**config.mk**
```make
export PLATFORM = sky130hd
export DESIGN_NAME = sequential_divider_flat
export DESIGN_NICKNAME = d
export VERILOG_FILES = /design/src/rtl/sequential_divider_pkg.sv /design/src/rtl/sequential_divider_if.sv /design/src/rtl/sequential_divider_control.sv /design/src/rtl/sequential_divider_datapath.sv /design/src/rtl/sequential_divider.sv /design/src/flat_wrapper.sv
export SDC_FILE = /design/constraint.sdc
export NUM_CORES = 1
export LEC_CHECK = 0
export CORE_MARGIN = 4
export CORE_UTILIZATION = 48
export DETAILED_ROUTE_END_ITERATION = 8
export GPL_ROUTABILITY_DRIVEN = 0
export GPL_TIMING_DRIVEN = 0
export PLACE_DENSITY = 0.8
export SETUP_SLACK_MARGIN = 0.5
export SLEW_MARGIN = 20
export SYNTH_ARGS = -nofsm -noshare
export SYNTH_HDL_FRONTEND = slang
export SYNTH_HIERARCHICAL = 1
export SYNTH_SLANG_ARGS = --single-unit
```
**constraint.sdc**
```tcl
create_clock -name clk -period 2.6 [get_ports clk]
set_clock_uncertainty 0.1 [all_clocks]
set_input_delay 0.26 -clock clk [delete_from_list [all_inputs] [get_ports clk]]
set_output_delay 0.26 -clock clk [all_outputs]
set_load 0.005 [all_outputs]
```
**src/rtl/sequential_divider_pkg.sv**
```systemverilog
// Shared types and width helpers for the restoring sequential divider.
// Imported by the controller, the datapath and the top.
package sd_pkg;

    typedef enum logic [1:0] {
        IDLE = 2'd0,
        RUN  = 2'd1,
        DONE = 2'd2
    } sd_state_t;

    localparam int SD_DIVIDEND_W = 8;
    localparam int SD_DIVISOR_W  = 4;

    // Iteration counter width; never collapses to zero bits.
    function automatic int sd_cnt_w(input int dividend_w);
        return (dividend_w > 1) ? $clog2(dividend_w) : 1;
    endfunction

endpackage

```
**src/rtl/sequential_divider_if.sv**
```systemverilog
// Request/result bundle of the sequential divider.
// The requester is the master, the divider is the slave.
interface sequential_divider_if #(
    parameter int DIVIDEND_W = sd_pkg::SD_DIVIDEND_W,
    parameter int DIVISOR_W  = sd_pkg::SD_DIVISOR_W
);
    logic                  start;
    logic [DIVIDEND_W-1:0] dividend;
    logic [DIVISOR_W-1:0]  divisor;
    logic [DIVIDEND_W-1:0] quotient;
    logic [DIVISOR_W-1:0]  remainder;
    logic                  busy;
    logic                  done;
    logic                  div_by_zero;

    modport master (
        output start, dividend, divisor,
        input  quotient, remainder, busy, done, div_by_zero
    );

    modport slave (
        input  start, dividend, divisor,
        output quotient, remainder, busy, done, div_by_zero
    );
endinterface

```
**src/rtl/sequential_divider_control.sv**
```systemverilog
// Sequencing for the restoring divider: state, iteration counter, busy/done.
//   state | meaning
//   IDLE  | waiting for start, results held
//   RUN   | one quotient bit per cycle, counter counts down to 0
//   DONE  | one-cycle done strobe, a new start is accepted here too
module sequential_divider_control
    import sd_pkg::*;
#(
    parameter int DIVIDEND_W = SD_DIVIDEND_W
) (
    input  logic clk,
    input  logic rst,
    input  logic start,
    input  logic divisor_zero,
    output logic load,
    output logic zero_load,
    output logic step,
    output logic busy,
    output logic done
);
    localparam int CNT_W = sd_cnt_w(DIVIDEND_W);

    sd_state_t        state;
    logic [CNT_W-1:0] cnt;
    logic             accept;

    // Datapath strobes act on the same edge as the state change they belong to.
    assign accept    = start && (state != RUN);
    assign load      = accept && !divisor_zero;
    assign zero_load = accept && divisor_zero;
    assign step      = (state == RUN);

    always_ff @(posedge clk) begin
        if (rst) begin
            state <= IDLE;
            cnt   <= '0;
            busy  <= 1'b0;
            done  <= 1'b0;
        end else begin
            case (state)
                RUN: begin
                    cnt <= cnt - 1'b1;
                    if (cnt == '0) begin
                        state <= DONE;
                        busy  <= 1'b0;
                        done  <= 1'b1;
                    end
                end
                default: begin
                    if (accept && divisor_zero) begin
                        state <= DONE;
                        busy  <= 1'b0;
                        done  <= 1'b1;
                    end else if (accept) begin
                        state <= RUN;
                        cnt   <= CNT_W'(DIVIDEND_W - 1);
                        busy  <= 1'b1;
                        done  <= 1'b0;
                    end else begin
                        state <= IDLE;
                        busy  <= 1'b0;
                        done  <= 1'b0;
                    end
                end
            endcase
        end
    end
endmodule

```
**src/rtl/sequential_divider_datapath.sv**
```systemverilog
// Divisor/quotient/remainder registers and the restoring compare-subtract.
// The quotient register doubles as the dividend shift register.
module sequential_divider_datapath
    import sd_pkg::*;
#(
    parameter int DIVIDEND_W = SD_DIVIDEND_W,
    parameter int DIVISOR_W  = SD_DIVISOR_W
) (
    input  logic                  clk,
    input  logic                  rst,
    input  logic                  load,
    input  logic                  zero_load,
    input  logic                  step,
    input  logic [DIVIDEND_W-1:0] dividend,
    input  logic [DIVISOR_W-1:0]  divisor,
    output logic                  divisor_zero,
    output logic [DIVIDEND_W-1:0] quotient,
    output logic [DIVISOR_W-1:0]  remainder,
    output logic                  div_by_zero
);
    logic [DIVISOR_W-1:0] div_q;
    logic [DIVISOR_W:0]   partial;
    logic                 ge;
    logic [DIVISOR_W-1:0] rem_next;

    assign divisor_zero = (divisor == '0);

    assign partial  = {remainder, quotient[DIVIDEND_W-1]};
    assign ge       = (partial >= {1'b0, div_q});
    // The difference is below the divisor, so the low bits hold it exactly.
    assign rem_next = ge ? (partial[DIVISOR_W-1:0] - div_q) : partial[DIVISOR_W-1:0];

    always_ff @(posedge clk) begin
        if (rst) begin
            div_q       <= '0;
            quotient    <= '0;
            remainder   <= '0;
            div_by_zero <= 1'b0;
        end else if (zero_load) begin
            quotient    <= '1;
            remainder   <= '0;
            div_by_zero <= 1'b1;
        end else if (load) begin
            div_q       <= divisor;
            quotient    <= dividend;
            remainder   <= '0;
            div_by_zero <= 1'b0;
        end else if (step) begin
            quotient    <= {quotient[DIVIDEND_W-2:0], ge};
            remainder   <= rem_next;
        end
    end
endmodule

```
**src/rtl/sequential_divider.sv**
```systemverilog
// Multi-cycle unsigned restoring divider: one quotient bit per clock,
// quotient/remainder returned with a one-cycle done strobe.
module sequential_divider
    import sd_pkg::*;
#(
    parameter int DIVIDEND_W = SD_DIVIDEND_W,
    parameter int DIVISOR_W  = SD_DIVISOR_W
) (
    input  logic                    clk,
    input  logic                    rst,
    sequential_divider_if.slave     bus
);
    logic load;
    logic zero_load;
    logic step;
    logic divisor_zero;

    sequential_divider_control #(
        .DIVIDEND_W (DIVIDEND_W)
    ) u_ctrl (
        .clk          (clk),
        .rst          (rst),
        .start        (bus.start),
        .divisor_zero (divisor_zero),
        .load         (load),
        .zero_load    (zero_load),
        .step         (step),
        .busy         (bus.busy),
        .done         (bus.done)
    );

    sequential_divider_datapath #(
        .DIVIDEND_W (DIVIDEND_W),
        .DIVISOR_W  (DIVISOR_W)
    ) u_dp (
        .clk          (clk),
        .rst          (rst),
        .load         (load),
        .zero_load    (zero_load),
        .step         (step),
        .dividend     (bus.dividend),
        .divisor      (bus.divisor),
        .divisor_zero (divisor_zero),
        .quotient     (bus.quotient),
        .remainder    (bus.remainder),
        .div_by_zero  (bus.div_by_zero)
    );
endmodule
```
**src/flat_wrapper.sv**
```systemverilog
// flat-port wrapper written by rule: the top's interface ports become plain ports
module sequential_divider_flat import sd_pkg::*;
#(
    parameter int DIVIDEND_W = SD_DIVIDEND_W,
    parameter int DIVISOR_W  = SD_DIVISOR_W
)
  (clk, rst, bus_start, bus_dividend, bus_divisor, bus_quotient, bus_remainder, bus_busy, bus_done, bus_div_by_zero);
  sequential_divider_if #(.DIVIDEND_W(DIVIDEND_W), .DIVISOR_W(DIVISOR_W)) bus_i ();
  input  logic clk;
  input  logic rst;
  input wire logic [$bits(bus_i.start)-1:0] bus_start;
  input wire logic [$bits(bus_i.dividend)-1:0] bus_dividend;
  input wire logic [$bits(bus_i.divisor)-1:0] bus_divisor;
  output wire logic [$bits(bus_i.quotient)-1:0] bus_quotient;
  output wire logic [$bits(bus_i.remainder)-1:0] bus_remainder;
  output wire logic [$bits(bus_i.busy)-1:0] bus_busy;
  output wire logic [$bits(bus_i.done)-1:0] bus_done;
  output wire logic [$bits(bus_i.div_by_zero)-1:0] bus_div_by_zero;
  assign bus_i.start = bus_start;
  assign bus_i.dividend = bus_dividend;
  assign bus_i.divisor = bus_divisor;
  assign bus_quotient = bus_i.quotient;
  assign bus_remainder = bus_i.remainder;
  assign bus_busy = bus_i.busy;
  assign bus_done = bus_i.done;
  assign bus_div_by_zero = bus_i.div_by_zero;
  sequential_divider #(.DIVIDEND_W(DIVIDEND_W), .DIVISOR_W(DIVISOR_W)) u_core (.clk(clk), .rst(rst), .bus(bus_i));
endmodule
```
* Yosys cells after proc, flatten, opt, wreduce, memory -nomap -nowiden
Index checks and enable logic that the tools add are counted.
Operators by class: add/subtract/negate cells 2, multipliers 0, divide/modulo/power cells 0, magnitude comparators 1, equal/unequal tests 4, shifts and indexed selects 0, multiplexer cells 20, bitwise gates (word level) 1, reductions and logical operators 12
Operators with widths (number):
- $mux W8 | 3
- $mux W1 | 10
- $mux W3 | 3
- $mux W2 | 3
- $ge A5 B4 Y1 | 1
- $logic_not A4 Y1 | 1
- $mux W4 | 1
- $ne A2 B1 Y1 const B | 2
- $reduce_and A2 Y1 | 2
- $reduce_bool A2 Y1 | 2
- $sub A4 B4 Y4 | 1
- $logic_and A1 B1 Y1 | 3
- $logic_not A3 Y1 | 1
- $reduce_bool A3 Y1 | 1
- $reduce_or A3 Y1 | 1
- $sub A3 B1 Y3 const B | 1
- $eq A2 B1 Y1 const B | 1
- $ne A2 B2 Y1 const B | 1
- $logic_not A1 Y1 | 1
- $not A1 Y1 | 1
Storage, ports and cells: register bits after elaboration 24, latch bits 0, bits in writable memories 0, memory bits (read-only) 0, bits of input ports 15, output and inout port bits 15, word-level logic and storage cells 48, memories 0

* Logic depth before layout (Yosys ltp)
Gate-level depths: netlist of run 1.
word-level depth 5, gate-level depth with buffers 8, depth with buffers taken out 7

* Modules after synthesis
The synthesis of run 1 kept the hierarchy.
By module, submodules not included:
- sequential_divider_datapath | times used 1, cells an instance 114, area each 959.7 µm², sequential area each 340.3 µm²
- sequential_divider_control | times used 1, cells an instance 26, area each 244.0 µm², sequential area each 100.1 µm²

* Worst setup path after synthesis of run 1
Ideal clock, no wire load.
path kind input to register, start in bus_divisor[0], end reg u_core.u_dp.remainder[2], setup time 74 ps, arrival time 1839 ps, data required time 2426 ps, setup slack 587 ps, stages 6, path buffers 0, path through nor4_1 > nor2b_4 > and2_2 > nor3_1 > o21ai_0 > a31oi_1
Between the ends: cells in the longest elaborated chain, start to end 4, elaborated cells between the ends (all ways) 5, classes of those cells 5 x reduce/logical
Ends and longest elaborated chain:
- start: declaration | line flat_wrapper.sv:13 | input wire logic [$bits(bus_i.divisor)-1:0] bus_divisor;
- $logic_not A4 Y1 | line sequential_divider_datapath.sv:26 | assign divisor_zero = (divisor == '0);
- $logic_not A1 Y1 | line sequential_divider_control.sv:29 | assign load = accept && !divisor_zero;
- $logic_and A1 B1 Y1 | line sequential_divider_control.sv:29
- named net u_core.load | line sequential_divider.sv:13 | logic load;
- $reduce_or A3 Y1 (no line)
- end signal: assignment | line sequential_divider_datapath.sv:50 | remainder <= rem_next;
- end: declaration | line sequential_divider_datapath.sv:18 | output logic [DIVISOR_W-1:0] remainder,
The timed path passes the listed nets, and every way through them passes these cells. A chain may end at the register's enable or synchronous reset.

* Final worst setup path of run 1
start in bus_divisor[3], end reg u_core.u_dp.remainder[2]
Between the ends: cells in the longest elaborated chain, start to end 4, elaborated cells between the ends (all ways) 5, classes of those cells 5 x reduce/logical
Ends and longest elaborated chain:
- $logic_not A4 Y1 | line sequential_divider_datapath.sv:26
- named net u_core.divisor_zero | line sequential_divider.sv:16 | logic divisor_zero;
- $logic_not A1 Y1 | line sequential_divider_control.sv:29
- $logic_and A1 B1 Y1 | line sequential_divider_control.sv:29
- named net u_core.load | line sequential_divider.sv:13
- $reduce_or A3 Y1 (no line)
The timed path passes the listed nets, and every way through them passes these cells.

==> qor.yml, run 1 <==
status:
  status: "finished clean"
grt:
  grt_pass1_vias: 1163
  track_usage_pct: 17.0
  grt_first_pass_wirelength_um: 4630
  grt_max_degree: 13
  grt_antenna_before_repair: 0
  grt_overflow: 0
synthesis:
  synth_edf_count: 0
  synth_ff_type: "dfxtp_1"
  ys_ff_latch: 22
  synthArstFlopShare_pct: 0
  ys_seq_area_share_pct: 36.6
  syn_area_per_cell_um2: 8.60
  ys_warn_count: 6
  yosysTopAreaCell: "dfxtp_1"
  ys_top_cells_by_area: "dfxtp_1 (37%), ha_1 (6.2%), mux2i_1 (5.8%)"
  syn_inst: 140
  synth_cell_type_count: 39
  yosysTopAreaCellShare_pct: 36.6
  synth_nets: 162
  netlist_area_um2: 1200
route:
  dr.pass1.iters: 4
  route.detailed.drc: 0
  wl_per_cell_um: 13.2
  avgViaCountPerCell: 5.60
  ant_nets: 0
  vias: 1132
  routed_wl_um: 2670
  drtIter0Drc: 25
floorplanning:
  die-height_um: 58.1
  rows: 17
  die_area_um2: 3370
  core_area_um2: 2300
  initial_core_util_pct: 52.4
  die_w_um: 58.1
  io_pins: 30
place:
  place_hpwl_um: 2100
  portBuffers: 29
  place_area_um2: 1530
worst_setup_path:
  worstPathCellList: "clkdlybuf4s50_1 > nor4_4 > nor2b_4 > and2_2 > nor3_2 > o21ai_0 > a31oi_1"
  end_kind: "flip-flop"
  path_delay_family: "simple AND/OR/NAND/NOR gates"
  reg2reg_slack_ns: 0.71
  worst-path-buf-inv: 1
  critPathRequiredTime_ns: 2.74
  slowest_stage: "clkdlybuf4s50_1"
  crit_arrival_ns: 2.18
  reg2reg_from: "u_core/u_dp/quotient[7]"
  setup.worst_path.start_class: "input port"
  path_max_fanout: 8
  r2r_cells: 6
  max_stage_delay_ns: 0.46
  r2r-end: "u_core/u_dp/remainder[3]"
  path_class: "input port to flip-flop"
  crit_cells: 7
sta:
  max_freq_mhz: 491
  setup_viol: 0
  slew_headroom_pct: 67.4
  period_minus_slack_ns: 2.04
  worst_pin_slew_ns: 0.484
  rsz0062_at_grt: "true"
  hold_viol: 0
  fin_crit_sh_pct: 78.4
  drv_slew: 0
clock_tree:
  clkLatencyLatePin_ns: 0.30
  clock_sinks: 22
  hold_buffers: 0
  clkTransAtPathRegs_ns: 0.12
  cts_max_level: 1
  cts-root-buf: "clkbuf_4"
  cts_buffers: 3
  cts_tree: "built"
  cts_buffer_depth: 2
layout:
  area_delta_synth_final_pct: 32.4
  drive_gt1_share_pct: 12.1
  layout_common_cells: "clkdlybuf4s50_1 (29), dfxtp_1 (22), a21oi_1 (13), o21ai_0 (13), inv_1 (12)"
  num_antenna_cells: 0
  nNetsFinal: 197
  final_common_cell: "clkdlybuf4s50_1"
  fin_area_um2: 1590
flow_run:
  max-cap-violations: 0
power:
  p_per_area_nw_per_um2: 525
  peakVddDrop_mv: 0.355
  p_leak_nw: 0.634
  power_mw: 0.836
hold_path:
  hold_depth: 1
  min_to: "u_core/u_ctrl/cnt[0]"
  min-delay-start: "u_core/u_ctrl/cnt[0]"
  hp-class: "flip-flop to flip-flop"
worst register-to-register path, delay by kind of cell (launching register included):
family	cells	cell delay (ns)
AOI/OAI and AO/OA	2	0.37
buffers and inverters	1	0.07
and+or+nand+nor	2	0.58
adders and majority gates	1	0.33
DFF	1	0.38
report_power, final:
group	internal, mW	total (mW)	switching (mW)
sequential	0.368	0.391	0.0231
clock	0.0854	0.184	0.0983
combinational	0.138	0.262	0.124
total	0.591	0.836	0.245
state kept, by name (all words and copies together), names as in the netlist:
signal                   flops
u_core/u_ctrl/state          1
u_core/u_ctrl/done           1
u_core/u_ctrl/cnt            3
u_core/u_dp/remainder        4
u_core/u_dp/quotient         8
u_core/u_dp/div_by_zero      1
u_core/u_dp/div_q            4
worst max path at each step:
stage                         from                  endpoint  slack [ns]
finish              bus_divisor[3]  u_core/u_dp/remainder[2]        0.56
global route        bus_divisor[3]  u_core/u_dp/remainder[3]        0.48
CTS                 bus_divisor[0]  u_core/u_dp/remainder[2]        0.58
detailed placement  bus_divisor[0]  u_core/u_dp/remainder[2]       -0.25
global placement    bus_divisor[0]  u_core/u_dp/remainder[2]       -0.22
floorplan           bus_divisor[0]  u_core/u_dp/remainder[2]        0.59
layout make-up:
type                            instances  area, um^2
Multi-Input combinational cell        100         711
Fill cell                             184         703
Sequential cell                        22         440
Timing Repair Buffer                   30         298
Inverter                               13        48.8
Clock buffer                            4        36.3
Tap cell                               28        35.0
Buffer                                  5        25.0
cell usage after synthesis (2+ instances only):
cell type / n
clkbuf_1: 3
a21oi_1: 13
nand4_1: 2
nand3b_1: 2
nor3_1: 5
o2111ai_1: 2
nor2_1: 10
a211oi_1: 3
a31oi_1: 2
nor2b_1: 2
nand2_1: 8
nand3_1: 4
inv_1: 12
o21ai_0: 13
dfxtp_1: 22
ha_1: 6
nor4_1: 2
nor2b_4: 2
mux2i_1: 7
timing repair:
| action | CTS | global route |
|---|---|---|
| setup buffers | 0 | 1 |
| gates resized for setup | 4 | 1 |
| endpoints found under the setup margin | 16 | 4 |
| pin swaps | 0 | 1 |
cells by family (layout without fill, tap and decap cells):
logic type / after synthesis / after routing / share of synthesized area [%]
and+or+nand+nor: 44 / 44 / 21.4
xor gates and xnor gates: 1 / 1 / 0.728
muxes: 7 / 7 / 5.82
AOI/OAI and AO/OA: 41 / 41 / 21.5
DFF: 22 / 22 / 36.6
buffers and inverters: 18 / 52 / 6.03
adders and majority gates: 7 / 7 / 7.90
metal layers:
layer  vias to the layer above  global-route usage, %  wire [um]
met2                        27                   28.9       1300
met4                         0                   7.62         14
met1                       534                   20.7       1240
met3                         2                   3.12        119
met5                         -                      0          0
li1                        569                      -          -
through the flow:
step / hold WS (ns) / setup slack (ns) / instances / utilization [%] / setup TNS, ns
5_1_grt: 0.434 / 0.479 / 202 / 69.4 / 0
3_5_place_dp: 0.370 / -0.251 / 197 / 66.6 / -1.46
6_report: 0.393 / 0.562 / 202 / 69.4 / 0
3_3_place_gp: 0.356 / -0.222 / 197 / 66.6 / -0.976
2_1_floorplan: 0.229 / 0.587 / 140 / - / 0
4_1_cts: 0.391 / 0.584 / 201 / 69.1 / 0
No activity file was read; power rests on OpenSTA's default activity.
==> run 2, diff against run 1 <==
clock period = 2.05 ns   (was 2.6 ns; I/O delays follow)
==> qor.yml, run 2 (synthesis gave the netlist of run 1 again) <==
floorplanning:
  die_w_um: 58.1  # unchanged
  core_area_um2: 2300  # unchanged
  io_pins: 30  # unchanged
  initial_core_util_pct: 52.4  # unchanged
  die-height_um: 58.1  # unchanged
  die_area_um2: 3370  # unchanged
  rows: 17  # unchanged
clock_tree:
  cts_buffer_depth: 2  # unchanged
  hold_buffers: 0  # unchanged
  cts_max_level: 1  # unchanged
  cts-root-buf: "clkbuf_4"
  cts_tree: "built"
  clkLatencyLatePin_ns: 0.31  # about the same
  cts_buffers: 3  # unchanged
  clock_sinks: 22  # unchanged
  clkTransAtPathRegs_ns: 0.12  # about the same
layout:
  fin_area_um2: 1780  # +12%
  regMostFlops: "u_core/u_dp/quotient"
  drive_gt1_share_pct: 31.5  # +19 points
  fillCellCount: 169  # -8.2%
  final_cells: 209  # +3.5%
  layout_common_cells: "clkdlybuf4s50_1 (21), a21oi_1 (13), dfxtp_2 (11), nor2_1 (10)"
  final_common_cell: "clkdlybuf4s50_1"
  top_regs: "u_core/u_dp/quotient (8), u_core/u_dp/div_q (4), u_core/u_dp/remainder (4)"
  area_delta_synth_final_pct: 47.7
  postLayoutCoreUtil_pct: 77.4  # +8.0 points
  largest_reg_flops: 8  # unchanged
  nNetsFinal: 204  # +3.6%
  num_antenna_cells: 0  # unchanged
place:
  portBuffers: 29  # unchanged
  place_hpwl_um: 2130  # +1.5%
  pre_cts_ws_ns: -0.169  # +0.0820 ns
  place_area_um2: 1590  # +4.2%
  dp_cells: 197  # unchanged
sta:
  rsz0062_at_grt: "true"
  max_freq_mhz: 572
  fin_crit_sh_pct: 85.2
  tns_ns: 0  # unchanged
  period_minus_slack_ns: 1.75
  fin_hold_ws_ns: 0.149  # -0.245 ns
  hold_viol: 0  # unchanged
  worst_pin_slew_ns: 0.496  # +0.0118 ns
  drv_slew: 0  # unchanged
  setup_viol: 0  # unchanged
  layout_setup_ws_ns: 0.303  # -0.260 ns
  slew_headroom_pct: 66.9  # -0.49 points
power:
  power_mw: 1.14  # +37%
  peakVddDrop_mv: 0.636  # +79%
  p_leak_nw: 0.745  # +18%
  p_per_area_nw_per_um2: 643  # +23%
worst_setup_path:
  end_kind: "flip-flop"
  crit_arrival_ns: 1.89  # -0.29 ns
  setup.worst_path.start_class: "flip-flop"
  path_max_fanout: 2  # -6
  path_class: "flip-flop to flip-flop"
  critPathRequiredTime_ns: 2.19  # -0.55 ns
  worst-path-buf-inv: 1  # unchanged
  slowest_stage: "or4b_4"
  path_delay_family: "simple AND/OR/NAND/NOR gates"
  max_stage_delay_ns: 0.51  # +0.05 ns
  worstPathCellList: "inv_2 > ha_4 > and3b_1 > nor3_2 > or4b_4 > a31oi_1"
grt:
  grt_max_degree: 13  # unchanged
  grt_first_pass_wirelength_um: 5130  # +11%
  grt_pass1_vias: 1165  # +0.17%
  track_usage_pct: 19.4  # +2.4 points
  grt_antenna_before_repair: 0  # unchanged
  grt_overflow: 0  # unchanged
flow_run:
  max-cap-violations: 0  # unchanged
route:
  dr.pass1.iters: 4  # unchanged
  wl_per_cell_um: 14.4  # +8.7%
  route.detailed.drc: 0  # unchanged
  vias: 1161  # +2.6%
  routed_wl_um: 3010  # +12%
  drtIter0Drc: 40  # +60%
  ant_nets: 0  # unchanged
  avgViaCountPerCell: 5.56  # -0.87%
hold_path:
  hp-class: "input port to flip-flop"
status:
  status: "finished clean"
[run 2: cell types whose count changed in the layout (fill, tap and decap cells not counted), sizes merged]
| cell | before | now |
|---|---|---|
| dlygate4sd2 | 0 | 5 |
| clkbuf | 6 | 5 |
| clkdlybuf4s50 | 29 | 21 |
| dlymetal6s2s | 0 | 3 |
| buf | 4 | 12 |
[run 2: routing by layer]
layer | global-route usage [%] | wire length [um]
met5 | 0 | 0
met4 | 5.30 | 21
met3 | 5.35 | 168
met2 | 33.9 | 1490
met1 | 23.1 | 1330
[run 2: tightest hold or removal path, stage by stage]
cell            delay, ns
dlymetal6s2s_1       0.14
nand3_1              0.11
a21oi_1              0.07
[run 2: layout make-up]
cell class / instances / area, um^2 / share of cell area, %
inverters: 13 / 53.8 / 3.03
well taps: 28 / 35.0 / 1.97
flip-flops and latches: 22 / 462 / 26.0
plain buffers: 5 / 48.8 / 2.74
clock buffers: 4 / 36.3 / 2.04
repair buffers: 37 / 352 / 19.8
multi-input cells: 100 / 791 / 44.5
[run 2: power by group]
group | switching [mW] | internal [mW] | total [mW]
Clock | 0.130 | 0.109 | 0.239
Combinational | 0.183 | 0.221 | 0.404
Sequential | 0.0311 | 0.469 | 0.501
Total | 0.344 | 0.799 | 1.14
[run 2: what timing repair did]
item,in CTS,in global routing
setup buffers,6,2
pin swaps,13,7
gates resized for setup,23,26
setup endpoints to repair,20,27
[run 2: path summary, 6_finish.rpt]
path / startpoint / to / slack (ns) / cells after the start
worst max-delay path: u_core/u_dp/div_q[1] / u_core/u_dp/remainder[3] / 0.30 / 6
worst min-delay path: bus_start / u_core/u_ctrl/done / 0.15 / 3
worst min register to register: u_core/u_ctrl/cnt[0] / u_core/u_ctrl/cnt[0] / 0.39 / 1
worst max register to register: u_core/u_dp/div_q[1] / u_core/u_dp/remainder[3] / 0.30 / 6
==> run 3, diff against run 2 <==
clock period = 1.7 ns   (was 2.05 ns; I/O delays follow)
==> qor.yml, run 3 <==
status:
  status: "did not finish"
  haltStage: "global routing (5_1_grt)"
  stop_error: "[ERROR DPL-0033] detailed placement checks failed during check placement."
floorplanning:
  die-height_um: 58.1  # unchanged
  io_pins: 30  # unchanged
  rows: 17  # unchanged
  initial_core_util_pct: 52.4  # unchanged
  die_w_um: 58.1  # unchanged
synthesis:
  yosys-top-cells-count: "dfxtp_1 (22), a21oi_1 (13), o21ai_0 (13)"
  synth_cell_type_count: 39  # unchanged
  ys_seq_area_share_pct: 36.6  # unchanged
  ys_ff_latch: 22  # unchanged
  ys_warn_count: 6  # unchanged
  synthArstFlopShare_pct: 0  # unchanged
  netlist_area_um2: 1200  # unchanged
  syn_area_per_cell_um2: 8.60  # unchanged
  yosysTopAreaCellShare_pct: 36.6  # unchanged
  yosysTopAreaCell: "dfxtp_1"
  yosys.cell_count.top_type: "dfxtp_1"
  syn_inst: 140  # unchanged
  synth_ff_type: "dfxtp_1"
  synth_edf_count: 0  # unchanged
  ys_top_cells_by_area: "dfxtp_1 (37%), ha_1 (6.2%), mux2i_1 (5.8%)"
  synth_nets: 162  # unchanged
clock_tree:
  cts_buffer_depth: 2  # unchanged
  hold_buffers: 0  # unchanged
  cts-root-buf: "clkbuf_4"
  clock_sinks: 22  # unchanged
  cts_buffers: 3  # unchanged
  cts_max_level: 1  # unchanged
place:
  place_hpwl_um: 2250  # +5.8%
  place_area_um2: 1630  # +2.5%
  portBuffers: 29  # unchanged
  dp_cells: 197  # unchanged
grt:
  grt_antenna_before_repair: 0
  grt_max_degree: 12
sta:
  endpoint_type: "register data pin"
  worstEndpointGrtRepair: "u_core/u_dp/remainder[3]$_SDFFE_PP0P_/D"
==> run 3: what timing repair did <==
item                                    4_1_cts
hold endpoints to repair                      0
pin swaps                                    22
gates resized for setup                     103
setup buffers                                27
endpoints found under the setup margin       37
gates cloned                                  2
==> run 3: logic make-up after synthesis <==
logic type	synth area share [%]
buffers and inverters	6.03
AOI/OAI and AO/OA	21.5
adders and majority gates	7.90
DFF	36.6
xor gates and xnor gates	0.728
muxes	5.82
and+or+nand+nor	21.4
==> run 3: stage by stage <==
| stage | worst slack, ns | setup TNS [ns] |
|---|---|---|
| floorplan | 0.0309 | 0 |
| global placement | -0.387 | -4.64 |
| detailed placement | -0.455 | -5.36 |
| CTS | -0.0154 | -0.0154 |
==> run 4, diff against run 3 <==
CORE_AREA = 4 4 65 67   (was default)
CORE_MARGIN = default   (was 4)
CORE_UTILIZATION = default   (was 48)
DIE_AREA = 0 0 69 71   (was default)
PLACE_DENSITY = default   (was 0.8)
PLACE_DENSITY_LB_ADDON = 0.15   (was default)
SETUP_SLACK_MARGIN = default   (was 0.5)
==> qor.yml, run 4 (synthesis gave the netlist of run 1 again) <==
layout:
  top_regs: "u_core/u_dp/quotient (8), u_core/u_dp/div_q (4), u_core/u_dp/remainder (4)"
  fillCellCount: 362
  area_delta_synth_final_pct: 52.5
  largest_reg_flops: 8
  final_cells: 232
  layout_common_cells: "clkdlybuf4s50_1 (25), dfxtp_1 (18), buf_4 (13), a21oi_1 (13), nor2_1 (10)"
  final_common_cell: "clkdlybuf4s50_1"
  regMostFlops: "u_core/u_dp/quotient"
  drive_gt1_share_pct: 27.2
  nNetsFinal: 207
  postLayoutCoreUtil_pct: 50.5
  num_antenna_cells: 0
sta:
  period_minus_slack_ns: 1.74
  fin_crit_sh_pct: 103
  fin_hold_ws_ns: 0.159
  drv_slew: 0
  layout_setup_ws_ns: -0.0437
  slew_headroom_pct: 69.5
  worst_pin_slew_ns: 0.457
  hold_viol: 0
  rsz0062_at_grt: "true"
  max_freq_mhz: 573
  tns_ns: -0.0437
  setup_viol: 1
power:
  power_mw: 1.58
  p_per_area_nw_per_um2: 859
  p_leak_nw: 0.724
  peakVddDrop_mv: 0.475
worst_setup_path:
  path_class: "flip-flop to flip-flop"
  reg2reg_from: "u_core/u_dp/quotient[7]"
  max_stage_delay_ns: 0.52
  crit_arrival_ns: 1.84
  path_delay_family: "simple AND/OR/NAND/NOR gates"
  critPathRequiredTime_ns: 1.79
  path_max_fanout: 2
  worst-path-buf-inv: 1
  end_kind: "flip-flop"
  setup.worst_path.start_class: "flip-flop"
  worstPathCellList: "inv_2 > ha_4 > nor2b_4 > o21a_4 > or4b_1 > a31oi_1"
  slowest_stage: "or4b_1"
  crit_start: "u_core/u_dp/quotient[7]"
grt:
  grt_max_degree: 14
  grt_antenna_before_repair: 0
  grt_pass1_vias: 1188
  grt_first_pass_wirelength_um: 5340
  track_usage_pct: 13.2
  grt_overflow: 0
status:
  violations: "negative setup slack"
  status: "complete, but fails checks"
place:
  portBuffers: 29  # unchanged
  dp_cells: 217  # +10%
  place_hpwl_um: 2260  # +0.36%
hold_path:
  hp-class: "input port to flip-flop"
  min-delay-start: "bus_divisor[0]"
floorplanning:
  rows: 22  # +5
  io_pins: 30  # unchanged
  core_area_um2: 3630
  initial_core_util_pct: 33.1  # -19 points
  die-height_um: 71  # +22%
  die_w_um: 69  # +19%
  die_area_um2: 4900
clock_tree:
  clock_sinks: 22  # unchanged
  clkTransAtPathRegs_ns: 0.08
  clkLatencyLatePin_ns: 0.26
  cts_tree: "built"
  cts_buffer_depth: 2  # unchanged
  cts_buffers: 3  # unchanged
  cts_max_level: 1  # unchanged
  hold_buffers: 0  # unchanged
  cts-root-buf: "clkbuf_8"
route:
  routed_wl_um: 3110
  avgViaCountPerCell: 4.95
  ant_nets: 0
  dr.pass1.iters: 4
  wl_per_cell_um: 13.4
  vias: 1149
  route.detailed.drc: 0
  drtIter0Drc: 57
flow_run:
  max-cap-violations: 0
run 4: through the flow:
step / cell area [um^2] / setup WS, ns
4_1_cts: 1790 / -0.0721
5_1_grt: 1840 / -0.107
6_report: 1840 / -0.0437
2_1_floorplan: 1240 / 0.00954
3_3_place_gp: 1590 / -0.762
3_5_place_dp: 1590 / -0.799
run 4: cell type report:
class	count	area, um^2	area share, %
sequential	22	450	24.5
timing repair buffer	41	393	21.4
buffer	4	23.8	1.30
clock buffer	3	41.3	2.25
clock inverter	1	30.0	1.64
inverter	13	48.8	2.66
tap	48	60.1	3.27
multi-input combinational	100	788	42.9
run 4: per-layer routing:
layer | global-route usage [%] | up-vias | share of wire (%)
li1 | - | 583 | -
met3 | 3.41 | 4 | 3.5
met5 | 0 | - | 0
met2 | 24.0 | 17 | 52
met1 | 15.0 | 545 | 44
met4 | 3.90 | 0 | 0.87
run 4: final timing paths:
kind / end / slack, ns / cells after the start
setup / recovery: u_core/u_dp/remainder[3] / -0.04 / 6
hold / removal: u_core/u_dp/div_q[0] / 0.16 / 3
setup reg to reg: u_core/u_dp/remainder[3] / -0.04 / 6
hold reg to reg: u_core/u_ctrl/cnt[0] / 0.39 / 1
run 4: repair_timing:
item,in CTS,in global routing
resized for setup,23,9
pin swaps,8,11
cloned,0,0
endpoints found under the setup margin,17,15
buffers inserted,8,4
run 4: power by group:
group          leakage, nW  switching [mW]  internal (mW)
Clock               0.0357           0.178          0.315
Combinational        0.505           0.217          0.271
Sequential           0.184          0.0359          0.561
Total                0.724           0.431           1.15
run 4: worst register-to-register path: stages (launching register included):
cell	delay, ns
dfxtp_2	0.34
inv_2	0.05
ha_4	0.27
nor2b_4	0.04
o21a_4	0.20
or4b_1	0.52
a31oi_1	0.15
